$ cat config.mk
export PLATFORM = sky130hd
export DESIGN_NAME = alu_command_sequencer_flat
export DESIGN_NICKNAME = d
export VERILOG_FILES = /design/src/rtl/alu_seq_pkg.sv /design/src/rtl/alu_command_sequencer_if.sv /design/src/rtl/alu_cond_eval.sv /design/src/rtl/alu_command_sequencer.sv /design/src/flat_wrapper.sv
export SDC_FILE = /design/constraint.sdc
export NUM_CORES = 1
export LEC_CHECK = 0
export CAP_MARGIN = 20
export CORE_UTILIZATION = 44
export CTS_CLUSTER_DIAMETER = 200
export DETAILED_ROUTE_END_ITERATION = 8
export PLACE_DENSITY = 0.9
export SYNTH_ARGS = -nofsm -noshare
export SYNTH_HDL_FRONTEND = slang
export SYNTH_HIERARCHICAL = 1
export SYNTH_SLANG_ARGS = --single-unit
$ cat constraint.sdc
create_clock -name Clock -period 11.3 [get_ports Clock]
set_input_delay 1.695 -clock Clock [delete_from_list [all_inputs] [get_ports Clock]]
set_output_delay 1.695 -clock Clock [all_outputs]
set_load 0.05 [all_outputs]
$ cat src/rtl/alu_seq_pkg.sv
// Shared types and constants for the ALU command sequencer.
// Flag vectors are ordered {Z,C,N,O}.
package alu_seq_pkg;

    typedef enum logic [1:0] {
        ST_IDLE,
        ST_ISSUE,
        ST_CAPTURE,
        ST_RESPOND
    } state_e;

    typedef enum logic [2:0] {
        COND_ALWAYS = 3'b000,
        COND_Z      = 3'b001,
        COND_NZ     = 3'b010,
        COND_C      = 3'b011,
        COND_NC     = 3'b100,
        COND_N      = 3'b101,
        COND_NN     = 3'b110,
        COND_O      = 3'b111
    } cond_e;

    localparam int FLAG_Z = 3;
    localparam int FLAG_C = 2;
    localparam int FLAG_N = 1;
    localparam int FLAG_O = 0;

    localparam logic [4:0] FUN_ADD = 5'b10100;
    localparam logic [4:0] FUN_ADC = 5'b10101;

endpackage

$ cat src/rtl/alu_command_sequencer_if.sv
// Request, ALU drive and response bundle of the command sequencer.
// slave is the sequencer side, master the requester/ALU side.
interface alu_command_sequencer_if;

    logic        ReqValid;
    logic        ReqReady;
    logic [31:0] ReqA;
    logic [31:0] ReqB;
    logic [4:0]  ReqFunSel;
    logic        ReqWF;
    logic [2:0]  ReqCond;

    logic [31:0] A;
    logic [31:0] B;
    logic [4:0]  FunSel;
    logic        WF;
    logic [31:0] ALUOut;
    logic [3:0]  FlagsOut;

    logic        RspValid;
    logic        RspReady;
    logic [31:0] RspResult;
    logic [3:0]  RspFlags;
    logic        RspSkipped;
    logic [15:0] OpCount;

    modport slave (
        input  ReqValid, ReqA, ReqB, ReqFunSel, ReqWF, ReqCond,
        input  ALUOut, FlagsOut, RspReady,
        output ReqReady, A, B, FunSel, WF,
        output RspValid, RspResult, RspFlags, RspSkipped, OpCount
    );

    modport master (
        output ReqValid, ReqA, ReqB, ReqFunSel, ReqWF, ReqCond,
        output ALUOut, FlagsOut, RspReady,
        input  ReqReady, A, B, FunSel, WF,
        input  RspValid, RspResult, RspFlags, RspSkipped, OpCount
    );

endinterface

$ cat src/rtl/alu_cond_eval.sv
// Combinational check of a request condition code against ALU flags.
module alu_cond_eval
    import alu_seq_pkg::*;
(
    input  logic [2:0] Cond,
    input  logic [3:0] Flags,
    output logic       Pass
);

    always_comb begin
        Pass = 1'b0;
        unique case (cond_e'(Cond))
            COND_ALWAYS: Pass = 1'b1;
            COND_Z:      Pass = Flags[FLAG_Z];
            COND_NZ:     Pass = ~Flags[FLAG_Z];
            COND_C:      Pass = Flags[FLAG_C];
            COND_NC:     Pass = ~Flags[FLAG_C];
            COND_N:      Pass = Flags[FLAG_N];
            COND_NN:     Pass = ~Flags[FLAG_N];
            COND_O:      Pass = Flags[FLAG_O];
        endcase
    end

endmodule

$ cat src/rtl/alu_command_sequencer.sv
// Sequences one conditional ALU command at a time: accept, issue,
// capture the ALU result, then hold the response until taken.
module alu_command_sequencer
    import alu_seq_pkg::*;
(
    input logic                    Clock,
    input logic                    Reset,
    alu_command_sequencer_if.slave bus
);

    state_e      state_q, state_d;
    logic [31:0] a_q, a_d;
    logic [31:0] b_q, b_d;
    logic [4:0]  fun_q, fun_d;
    logic        wf_q, wf_d;
    logic [31:0] res_q, res_d;
    logic [3:0]  flg_q, flg_d;
    logic        skip_q, skip_d;
    logic [15:0] cnt_q, cnt_d;
    logic        pass;
    logic        accept;

    alu_cond_eval u_cond (
        .Cond  (bus.ReqCond),
        .Flags (bus.FlagsOut),
        .Pass  (pass)
    );

    assign bus.ReqReady = (state_q == ST_IDLE) & ~Reset;
    assign accept       = bus.ReqValid & bus.ReqReady;

    always_comb begin
        state_d = state_q;
        a_d     = a_q;
        b_d     = b_q;
        fun_d   = fun_q;
        wf_d    = wf_q;
        res_d   = res_q;
        flg_d   = flg_q;
        skip_d  = skip_q;
        cnt_d   = cnt_q;
        unique case (state_q)
            ST_IDLE: begin
                if (accept) begin
                    a_d   = bus.ReqA;
                    b_d   = bus.ReqB;
                    fun_d = bus.ReqFunSel;
                    wf_d  = bus.ReqWF;
                    if (pass) begin
                        state_d = ST_ISSUE;
                    end else begin
                        // Skipped requests report the flags seen at accept
                        state_d = ST_RESPOND;
                        res_d   = '0;
                        flg_d   = bus.FlagsOut;
                        skip_d  = 1'b1;
                    end
                end
            end
            ST_ISSUE: begin
                state_d = ST_CAPTURE;
            end
            ST_CAPTURE: begin
                res_d   = bus.ALUOut;
                flg_d   = bus.FlagsOut;
                skip_d  = 1'b0;
                cnt_d   = cnt_q + 16'd1;
                state_d = ST_RESPOND;
            end
            ST_RESPOND: begin
                if (bus.RspReady) state_d = ST_IDLE;
            end
            default: state_d = ST_IDLE;
        endcase
    end

    always_ff @(posedge Clock or posedge Reset) begin
        if (Reset) begin
            state_q <= ST_IDLE;
            a_q     <= '0;
            b_q     <= '0;
            fun_q   <= '0;
            wf_q    <= 1'b0;
            res_q   <= '0;
            flg_q   <= '0;
            skip_q  <= 1'b0;
            cnt_q   <= '0;
        end else begin
            state_q <= state_d;
            a_q     <= a_d;
            b_q     <= b_d;
            fun_q   <= fun_d;
            wf_q    <= wf_d;
            res_q   <= res_d;
            flg_q   <= flg_d;
            skip_q  <= skip_d;
            cnt_q   <= cnt_d;
        end
    end

    assign bus.A          = a_q;
    assign bus.B          = b_q;
    assign bus.FunSel     = fun_q;
    assign bus.WF         = (state_q == ST_ISSUE) & wf_q;
    assign bus.RspValid   = (state_q == ST_RESPOND);
    assign bus.RspResult  = res_q;
    assign bus.RspFlags   = flg_q;
    assign bus.RspSkipped = skip_q;
    assign bus.OpCount    = cnt_q;

endmodule
$ cat src/flat_wrapper.sv
// flat-port wrapper written by rule: the top's interface ports become plain ports
module alu_command_sequencer_flat import alu_seq_pkg::*;
  (Clock, Reset, bus_ReqValid, bus_ReqA, bus_ReqB, bus_ReqFunSel, bus_ReqWF, bus_ReqCond, bus_ALUOut, bus_FlagsOut, bus_RspReady, bus_ReqReady, bus_A, bus_B, bus_FunSel, bus_WF, bus_RspValid, bus_RspResult, bus_RspFlags, bus_RspSkipped, bus_OpCount);
  alu_command_sequencer_if bus_i ();
  input logic Clock;
  input logic Reset;
  input wire logic [$bits(bus_i.ReqValid)-1:0] bus_ReqValid;
  input wire logic [$bits(bus_i.ReqA)-1:0] bus_ReqA;
  input wire logic [$bits(bus_i.ReqB)-1:0] bus_ReqB;
  input wire logic [$bits(bus_i.ReqFunSel)-1:0] bus_ReqFunSel;
  input wire logic [$bits(bus_i.ReqWF)-1:0] bus_ReqWF;
  input wire logic [$bits(bus_i.ReqCond)-1:0] bus_ReqCond;
  input wire logic [$bits(bus_i.ALUOut)-1:0] bus_ALUOut;
  input wire logic [$bits(bus_i.FlagsOut)-1:0] bus_FlagsOut;
  input wire logic [$bits(bus_i.RspReady)-1:0] bus_RspReady;
  output wire logic [$bits(bus_i.ReqReady)-1:0] bus_ReqReady;
  output wire logic [$bits(bus_i.A)-1:0] bus_A;
  output wire logic [$bits(bus_i.B)-1:0] bus_B;
  output wire logic [$bits(bus_i.FunSel)-1:0] bus_FunSel;
  output wire logic [$bits(bus_i.WF)-1:0] bus_WF;
  output wire logic [$bits(bus_i.RspValid)-1:0] bus_RspValid;
  output wire logic [$bits(bus_i.RspResult)-1:0] bus_RspResult;
  output wire logic [$bits(bus_i.RspFlags)-1:0] bus_RspFlags;
  output wire logic [$bits(bus_i.RspSkipped)-1:0] bus_RspSkipped;
  output wire logic [$bits(bus_i.OpCount)-1:0] bus_OpCount;
  assign bus_i.ReqValid = bus_ReqValid;
  assign bus_i.ReqA = bus_ReqA;
  assign bus_i.ReqB = bus_ReqB;
  assign bus_i.ReqFunSel = bus_ReqFunSel;
  assign bus_i.ReqWF = bus_ReqWF;
  assign bus_i.ReqCond = bus_ReqCond;
  assign bus_i.ALUOut = bus_ALUOut;
  assign bus_i.FlagsOut = bus_FlagsOut;
  assign bus_i.RspReady = bus_RspReady;
  assign bus_ReqReady = bus_i.ReqReady;
  assign bus_A = bus_i.A;
  assign bus_B = bus_i.B;
  assign bus_FunSel = bus_i.FunSel;
  assign bus_WF = bus_i.WF;
  assign bus_RspValid = bus_i.RspValid;
  assign bus_RspResult = bus_i.RspResult;
  assign bus_RspFlags = bus_i.RspFlags;
  assign bus_RspSkipped = bus_i.RspSkipped;
  assign bus_OpCount = bus_i.OpCount;
  alu_command_sequencer u_core (.Clock(Clock), .Reset(Reset), .bus(bus_i));
endmodule
==> run_results.csv, run 1 <==
group,metric,value,unit
setup_path,criticalPathCategory,"input pin to output port",
placement,placed_area,7350,um^2
grt,overflow,0,
floorplanning,die_y,108,um
layout,fillCellCount,713,
clock_tree,cts_resized,0,
synth,ys_ff_latch,125,
layout,nets,820,
routing,viasPerCell,5.00,
synth,syn_nets,583,
sta,period_share,43.2,%
floorplanning,die-area,11600,um^2
routing,drc,0,
synth,synth_top_area_share,63.7,%
sta,hold_violations,0,
routing,ant_nets,0,
sta,setup_tns,0,ns
routing,vias,4277,
synth,synth_area_leaders,"dfrtp_1, nand2_1, a22o_1",
synth,netlist_area,4910,um^2
grt,antenna_found_initial,0,
grt,grt_pass1_vias,4308,
layout,final_layout_size_suffix_gt1_share,6.29,%
floorplanning,core_area,10800,um^2
worst_hold_path,whs_endpoint,"u_core/bus.B[9]$_DFFE_PP0P_",
synth,avgSynthCellArea,10.6,um^2
setup_path,r2r_end,"u_core/state_q[1]$_DFFE_PP0P_",
sta,relSlewSlack,28.2,%
floorplanning,die_w,108,um
clock_tree,cts_buffers,17,
clock_tree,cts_root_buf,"clkbuf_8",
layout,final_common_cell,"clkdlybuf4s50_1",
synth,syn_inst,465,
power_and_ir_drop,ir_worst_vdd,0.000225,V
setup_path,r2r_start,"u_core/state_q[0]$_DFFE_PP0P_",
clock_tree,cts_hold_buf,0,
sta,post-route-min-period,4.88,ns
setup_path,critPathRequiredTime,9.61,ns
routing,first_pass_iters,4,
routing,wl,13.4,mm
layout,syn2layout_area_growth,62.3,%
floorplanning,row_count,38,
clock_tree,clk_latency,0.51,ns
floorplanning,io_pins,238,
setup_path,worstSetupStartpoint,"Reset",
job,drv_cap,0,
sta,whs,0.477,ns
power_and_ir_drop,leakagePower,3.71,nW
routing,drt_iter0_drc,290,
clock_tree,cts_buffer_depth,2,
grt,grtUsageTotal,23.5,%
layout,antenna_cells,0,
worst_hold_path,hp-start,"u_core/bus.B[9]$_DFFE_PP0P_",
synth,ys_types,37,
synth,ys_seq_area_share,63.7,%
clock_tree,cts_max_level,4,
placement,dp.cells,821,
setup_path,worstPathMaxFanout,4,
setup_path,cp.arrival,3.18,ns
clock_tree,cts_setup_buffers,0,
sta,finalClockSkew,0.00614,ns
synth,yosys_warnings,6,
sta,setup_viol,0,
setup_path,regToRegSetupSlack,8.85,ns
routing,wl_per_cell,15.7,um
clock_tree,clk_pin_slew,0.06,ns
sta,slew_violations,0,
outcome,status,"finished, final reports clean",
worst_hold_path,hold_path.class,"flop to flop",
layout,mostFrequentLayoutCells,"clkdlybuf4s50_1, nand2_1, dfrtp_1",
setup_path,critPathLaunchType,"input pin",
setup_path,r2r_cells,8,
power_and_ir_drop,p_per_area,364,nW/um^2
sta,worstMarginPinSlew,1.08,ns
grt,grt_max_degree,73,
synth,yosysTopAreaCell,"dfrtp_1",
layout,postLayoutCellArea,7970,um^2
placement,place_congestion,0.826,
clock_tree,tritoncts,"yes",
grt,grt_pass1_wl,20.6,mm
placement,hpwl,9.14,mm
floorplanning,initial_core_util,45.3,%
layout,final_cells,855,
worst_hold_path,holdPathStages,2,
sta,rsz0062_at_grt,"no",
clock_tree,clock-sinks,125,
setup_path,critPathCaptureType,"output port",
placement,port_buffers,237,
sta,fmax,205,MHz
## cell usage after synthesis, drive strengths merged
cell type,instances
nand2,214
dfrtp,125
a22o,32
buf,15
xnor2,10
clkbuf,8
nor2,7
inv,6
nand3,6
ha,5
mux2,5
nand4,5
xor2,5
a21oi,3
nand2b,2
nor2b,2
a211o,1
a31oi,1
a41oi,1
and2,1
and3,1
and4,1
and4b,1
mux2i,1
nand3b,1
nor3b,1
nor4,1
o211ai,1
o21a,1
o22a,1
o32a,1
## state kept, by name, summed over array words and instances (netlist names)
signal                 cells
u_core/bus.B              32
u_core/bus.RspFlags        4
u_core/bus.A              32
u_core/bus.RspSkipped      1
u_core/bus.FunSel          5
u_core/wf_q                1
u_core/state_q             2
u_core/bus.RspResult      32
u_core/bus.OpCount        16
## power breakdown
part           switching [mW]  internal (mW)
registers               0.131          0.659
logic                    1.05          0.537
clock network           0.191          0.335
## worst max-delay path: stages
cell and delay, ns:
clkdlybuf4s50_1 0.50, nor2_1 0.16, clkdlybuf4s50_1 0.82
## layout make-up
class                      instances  area (um^2)  area share [%]
inverter                           6         25.0           0.314
clock inverter                    11          144            1.81
tap                              140          175            2.20
multi-input combinational        311         1640            20.6
sequential                       125         3130            39.3
timing repair buffer             241         2430            30.5
clock buffer                      21          429            5.39
## per-stage QoR
stage,util (%),setup WS [ns],power [mW]
after detailed placement,67.8,6.42,2.36
after global routing,73.5,6.38,3.03
final,73.5,6.42,2.90
after floorplan,-,6.28,1.82
after CTS,73.1,6.41,2.90
after global placement,67.8,6.43,2.32
## routing by layer
| metal | share of wire [%] | routed length [um] | vias to the layer above | global-route usage [%] |
|---|---|---|---|---|
| met5 | 0 | 0 | - | 0 |
| met4 | 3.0 | 398 | 0 | 12.5 |
| met3 | 8.0 | 1080 | 34 | 6.66 |
| met2 | 50 | 6700 | 215 | 39.2 |
| met1 | 39 | 5220 | 2042 | 27.4 |
| li1 | - | - | 1986 | - |
## logic make-up (layout without fill, tap and decap cells)
group | count (synthesis) | count (layout) | share of synthesized area [%]
simple gates | 243 | 243 | 20.6
fa+ha+maj | 5 | 5 | 1.27
mux | 6 | 6 | 1.61
xor+xnor | 15 | 15 | 2.68
flops | 125 | 125 | 63.7
buf+inv | 29 | 279 | 2.91
compound gates | 42 | 42 | 7.19
## how the worst max path moves through the flow
stage | to | slack (ns) | depth (start not counted)
floorplan | u_core/bus.A[0]$_DFFE_PP0P_ | 6.28 | 1
global placement | bus_ReqReady | 6.43 | 3
detailed placement | bus_ReqReady | 6.42 | 3
CTS | bus_ReqReady | 6.41 | 3
global route | bus_ReqReady | 6.38 | 3
finish | bus_ReqReady | 6.42 | 3
(Power assumes the default switching activity.)
==> run 2: changes to the inputs <==
- CORE_UTILIZATION: 44 -> 41
- PLACE_DENSITY: 0.9 -> 0.85
- clock period: 11.3 -> 5 ns (I/O delays scaled with it)
==> run 2 against run 1 <==
The run now ends with design-rule violations left. Routed wire length up 1.8%. Cell count up 0.47%. Critical path depth up 2. Non-clock buffer count up 1. Setup slack worse by 4.5 ns. Largest cell class unchanged. Largest power group unchanged.
==> run_results.csv, run 2 (synthesis results as in run 1) <==
group,metric,value,unit
outcome,status,"finished, violations left",
outcome,violations,"design-rule violations",
placement,port_buffers,237,
sta,setup_ws,1.97,ns
setup_path,criticalPathCategory,"flop to output port",
grt,grt_pass1_vias,4388,
layout,final_cells,859,
clock_tree,clk_latency,0.40,ns
clock_tree,cts_hold_buf,0,
layout,postLayoutCoreUtil,69.2,%
floorplanning,io_pins,238,
power_and_ir_drop,leakagePower,3.73,nW
setup_path,crit_slowest_cell,"clkdlybuf4s50_1",
sta,finalClockSkew,0.00816,ns
power_and_ir_drop,p_per_area,822,nW/um^2
setup_path,crit_top_cell,"inv_1",
setup_path,critPathCaptureType,"output port",
sta,relSlewSlack,27.9,%
clock_tree,cts_resized,0,
placement,place_worst_setup_slack,1.56,ns
clock_tree,tritoncts,"yes",
sta,slew_violations,0,
setup_path,path_cells,"inv_1, ha_1, inv_1, nor2_1, clkdlybuf4s50_1",
routing,first_pass_iters,7,
clock_tree,cts_buffer_depth,2,
routing,ant_nets,0,
layout,postLayoutCellArea,8000,um^2
grt,grt_max_degree,79,
clock_tree,clock-sinks,125,
sta,worstMarginPinSlew,1.06,ns
sta,period_share,60.6,%
power_and_ir_drop,ir_worst_vdd,0.000459,V
setup_path,critPathLaunchType,"flop",
job,drv_cap,0,
floorplanning,die_w,111,um
floorplanning,core_area,11600,um^2
clock_tree,cts_setup_buffers,0,
placement,placed_area,7370,um^2
setup_path,cp.arrival,2.28,ns
layout,antenna_cells,0,
setup_path,slowest_delay,0.81,ns
sta,hold_violations,0,
grt,overflow,0,
routing,wl_per_cell,15.9,um
sta,fmax,330,MHz
clock_tree,cts_buffers,17,
floorplanning,die-area,12400,um^2
sta,setup_tns,0,ns
grt,grt_pass1_wl,22.2,mm
placement,dp.cells,825,
setup_path,worstPathMaxFanout,6,
worst_hold_path,hold_path.class,"flop to flop",
sta,setup_viol,0,
layout,final_layout_size_suffix_gt1_share,6.70,%
grt,antenna_found_initial,0,
floorplanning,initial_core_util,42.5,%
routing,drt_iter0_drc,304,
routing,viasPerCell,4.95,
clock_tree,cts_max_level,4,
grt,grtUsageTotal,22.6,%
placement,place_congestion,0.784,
floorplanning,row_count,39,
clock_tree,clk_pin_slew,0.06,ns
sta,rsz0062_at_grt,"no",
layout,final_common_cell,"clkdlybuf4s50_1",
routing,wl,13.6,mm
layout,nets,821,
routing,drc,40,
routing,vias,4248,
floorplanning,die_y,111,um
sta,post-route-min-period,3.03,ns
setup_path,critPathRequiredTime,4.25,ns
setup_path,crit_family,"buffers and inverters",
setup_path,critPathBufInv,3,
placement,hpwl,9.59,mm
layout,syn2layout_area_growth,63.0,%
layout,mostFrequentLayoutCells,"clkdlybuf4s50_1, nand2_1, dfrtp_1",
clock_tree,cts_root_buf,"clkbuf_16",
## run 2: changes by cell type in the layout (fill, tap and decap cells not counted)
cell       before  now
bufinv_16       3    2
clkbuf_1        4    2
clkbuf_8        1    3
buf_4           2    3
buf_16          0    1
clkbuf_16      16   17
buf_12          2    1
## run 2: metal layers
metal	up-vias	wire length (um)	track usage, %
met2	205	6970	38.6
met1	2049	5390	26.9
li1	1978	-	-
met3	16	1070	6.97
met4	0	211	8.56
met5	-	0	0
## run 2: power by group
group | switching, mW | internal [mW] | total, mW | leakage, nW
clock | 0.427 | 0.771 | 1.20 | 0.278
combinational | 2.38 | 1.22 | 3.59 | 1.88
sequential | 0.299 | 1.49 | 1.79 | 1.57
total | 3.10 | 3.48 | 6.58 | 3.73
## run 2: worst paths after layout
kind                            cells after the start                          start                                    to  slack (ns)
worst max-delay path                                5  u_core/state_q[0]$_DFFE_PP0P_                          bus_ReqReady        1.97
worst min-delay path                                2   u_core/bus.A[14]$_DFFE_PP0P_          u_core/bus.A[14]$_DFFE_PP0P_        0.47
worst max register to register                      4  u_core/state_q[0]$_DFFE_PP0P_    u_core/bus.RspFlags[0]$_DFFE_PP0P_        2.70
worst min register to register                      2   u_core/bus.A[14]$_DFFE_PP0P_          u_core/bus.A[14]$_DFFE_PP0P_        0.47
max in group asynchronous                           3                          Reset    u_core/bus.OpCount[11]$_DFFE_PP0N_        3.00
min in group asynchronous                           2                          Reset  u_core/bus.RspResult[28]$_DFFE_PP0P_        1.03
## run 2: worst min-delay path, cell delays in order (launching register included)
cell and delay [ns]:
dfrtp_1 0.34, nand2_1 0.05, nand2_1 0.05
## run 2: layout make-up
type                            instances  area [um^2]
Fill cell                             830         3560
Sequential cell                       125         3130
Timing Repair Buffer                  242         2440
Multi-Input combinational cell        311         1640
Clock buffer                           22          474
Tap cell                              143          179
Clock inverter                         10          114
Inverter                                6         25.0
## run 2: per-stage QoR
| step | hold slack, ns | total power [mW] |
|---|---|---|
| detailed placement | 0.461 | 5.35 |
| floorplan | 0.438 | 4.12 |
| CTS | 0.476 | 6.58 |
| global route | 0.489 | 6.87 |
| finish | 0.469 | 6.58 |
| global placement | 0.456 | 5.25 |
==> run 3: changes to the inputs <==
- CORE_UTILIZATION: 41 -> 37
- PLACE_DENSITY: 0.85 -> 0.81
- clock period: 5 -> 2.5 ns (I/O delays scaled with it)
==> run 3 against run 2 <==
The run now ends clean. Via count decreased by 3.2%. Flip-flop and latch count unchanged. Clock skew decreased by 0.0021 ns. Register-to-register slack got worse by 2.2 ns. Largest cell class unchanged. Critical path depth decreased by 1. Highest routed layer unchanged. Critical path type unchanged. Largest power group unchanged. Global-route usage decreased by 3.3 points.
==> run_results.csv, run 3 (synthesis results as in run 1) <==
group,metric,value,unit
setup_path,critPathCaptureType,"output port",
clock_tree,cts_hold_buf,0,
sta,setup_viol,0,
sta,setup_tns,0,ns
floorplanning,io_pins,238,
setup_path,cp-endpoint,"bus_WF",
floorplanning,row_count,41,
power_and_ir_drop,clkPwrFrac,19.0,%
clock_tree,cts_buffer_depth,2,
clock_tree,clk_latency,0.40,ns
sta,hold_violations,0,
setup_path,criticalPathCategory,"flop to output port",
grt,met2_usage,33.4,%
grt,antenna_found_initial,0,
power_and_ir_drop,combPwrFrac,54.1,%
clock_tree,tritoncts,"yes",
floorplanning,core_area,12800,um^2
power_and_ir_drop,sw_frac_of_total,46.7,%
power_and_ir_drop,p_per_area,1630,nW/um^2
routing,ant_nets,0,
grt,overflow,0,
power_and_ir_drop,internal-power,7.07,mW
worst_hold_path,hold_path.class,"flop to flop",
sta,finalClockSkew,0.00603,ns
routing,wl_per_cell,14.8,um
routing,viasPerCell,4.60,
layout,final_layout_size_suffix_gt1_share,7.89,%
floorplanning,die-area,13700,um^2
sta,slew_violations,0,
outcome,status,"finished, final reports clean",
floorplanning,initial_core_util,38.4,%
placement,port_buffers,237,
sta,whs,0.470,ns
sta,post-route-min-period,2.34,ns
layout,postLayoutCellArea,8130,um^2
layout,syn2layout_area_growth,65.5,%
power_and_ir_drop,power_switching,6.20,mW
clock_tree,cts_max_level,4,
clock_tree,clk_pin_slew,0.06,ns
layout,antenna_cells,0,
placement,place_congestion,0.747,
floorplanning,die_y,117,um
routing,drt_iter0_drc,213,
placement,placed_area,7510,um^2
floorplanning,die_w,117,um
setup_path,r2r_cells,7,
placement,hpwl,9.59,mm
setup_path,regToRegSetupSlack,0.51,ns
grt,met1_usage,22.4,%
clock_tree,cts_buffers,17,
routing,first_pass_iters,4,
sta,rsz0062_at_grt,"no",
grt,grt_pass1_wl,20.1,mm
power_and_ir_drop,leakagePower,3.77,nW
power_and_ir_drop,seqPwrFrac,26.9,%
placement,dp.cells,862,
layout,final_cells,894,
setup_path,r2r_end,"u_core/bus.B[14]$_DFFE_PP0P_",
layout,nets,827,
grt,grt_pass1_vias,4207,
power_and_ir_drop,ir_worst_vdd,0.00102,V
placement,place_worst_setup_slack,-0.0156,ns
routing,wl,13.2,mm
setup_path,r2r_start,"u_core/state_q[0]$_DFFE_PP0P_",
setup_path,cp.arrival,1.97,ns
clock_tree,cts_resized,0,
clock_tree,clock-sinks,125,
routing,drc,0,
sta,period_share,93.7,%
grt,grtUsageTotal,19.3,%
layout,mostFrequentLayoutCells,"clkdlybuf4s50_1, nand2_1, dfrtp_1",
setup_path,worstSetupStartpoint,"u_core/state_q[1]$_DFFE_PP0P_",
sta,fmax,427,MHz
sta,relSlewSlack,63.4,%
sta,setup_ws,0.157,ns
setup_path,worstPathMaxFanout,4,
setup_path,critPathRequiredTime,2.12,ns
setup_path,critPathLaunchType,"flop",
routing,vias,4111,
job,drv_cap,0,
grt,use_met3,6.95,%
grt,grt_max_degree,75,
clock_tree,cts_setup_buffers,0,
power_and_ir_drop,power,13.3,mW
layout,final_common_cell,"clkdlybuf4s50_1",
clock_tree,cts_root_buf,"clkbuf_16",
grt,busiest_layer,"met2",
sta,worstMarginPinSlew,0.548,ns
layout,postLayoutCoreUtil,63.6,%
==> run 3: worst max-delay path: stages, from the launching register on <==
cell	delay (ns)
dfrtp_1	0.41
inv_1	0.09
ha_1	0.14
and2_1	0.11
clkdlybuf4s50_1	0.81
==> run 3: layout make-up <==
type / count / area, um^2
multi-input cells: 311 / 1640
clock inverters: 13 / 164
inverters: 6 / 26.3
well taps: 172 / 215
fillers: 996 / 4650
flip-flops and latches: 125 / 3130
repair buffers: 248 / 2500
clock buffers: 19 / 453
==> run 3: layer usage <==
metal	routed length, um	part of all wire (%)
met1	5410	41
met3	986	7.5
met2	6700	51
met5	0	0
met4	99	0.75
==> run 3: worst min path at each step <==
stage                                  from                            to  slack (ns)  depth (start not counted)
3_5_place_dp   u_core/bus.B[15]$_DFFE_PP0P_  u_core/bus.B[15]$_DFFE_PP0P_        0.46                          2
6_report            u_core/wf_q$_DFFE_PP0P_       u_core/wf_q$_DFFE_PP0P_        0.47                          2
2_1_floorplan       u_core/wf_q$_DFFE_PP0P_       u_core/wf_q$_DFFE_PP0P_        0.44                          2
5_1_grt                        bus_ReqB[31]  u_core/bus.B[31]$_DFFE_PP0P_        0.49                          3
3_3_place_gp   u_core/bus.B[22]$_DFFE_PP0P_  u_core/bus.B[22]$_DFFE_PP0P_        0.46                          2
4_1_cts        u_core/bus.B[15]$_DFFE_PP0P_  u_core/bus.B[15]$_DFFE_PP0P_        0.48                          2
==> run 3: power by group through the flow <==
stage	Clock (mW)	Combinational (mW)	Sequential [mW]
finish	2.52	7.17	3.57
floorplan	0	1.53	6.71
CTS	2.58	7.22	3.58
global route	2.67	7.52	3.69
global placement	0	7.07	3.55
detailed placement	0	7.22	3.57
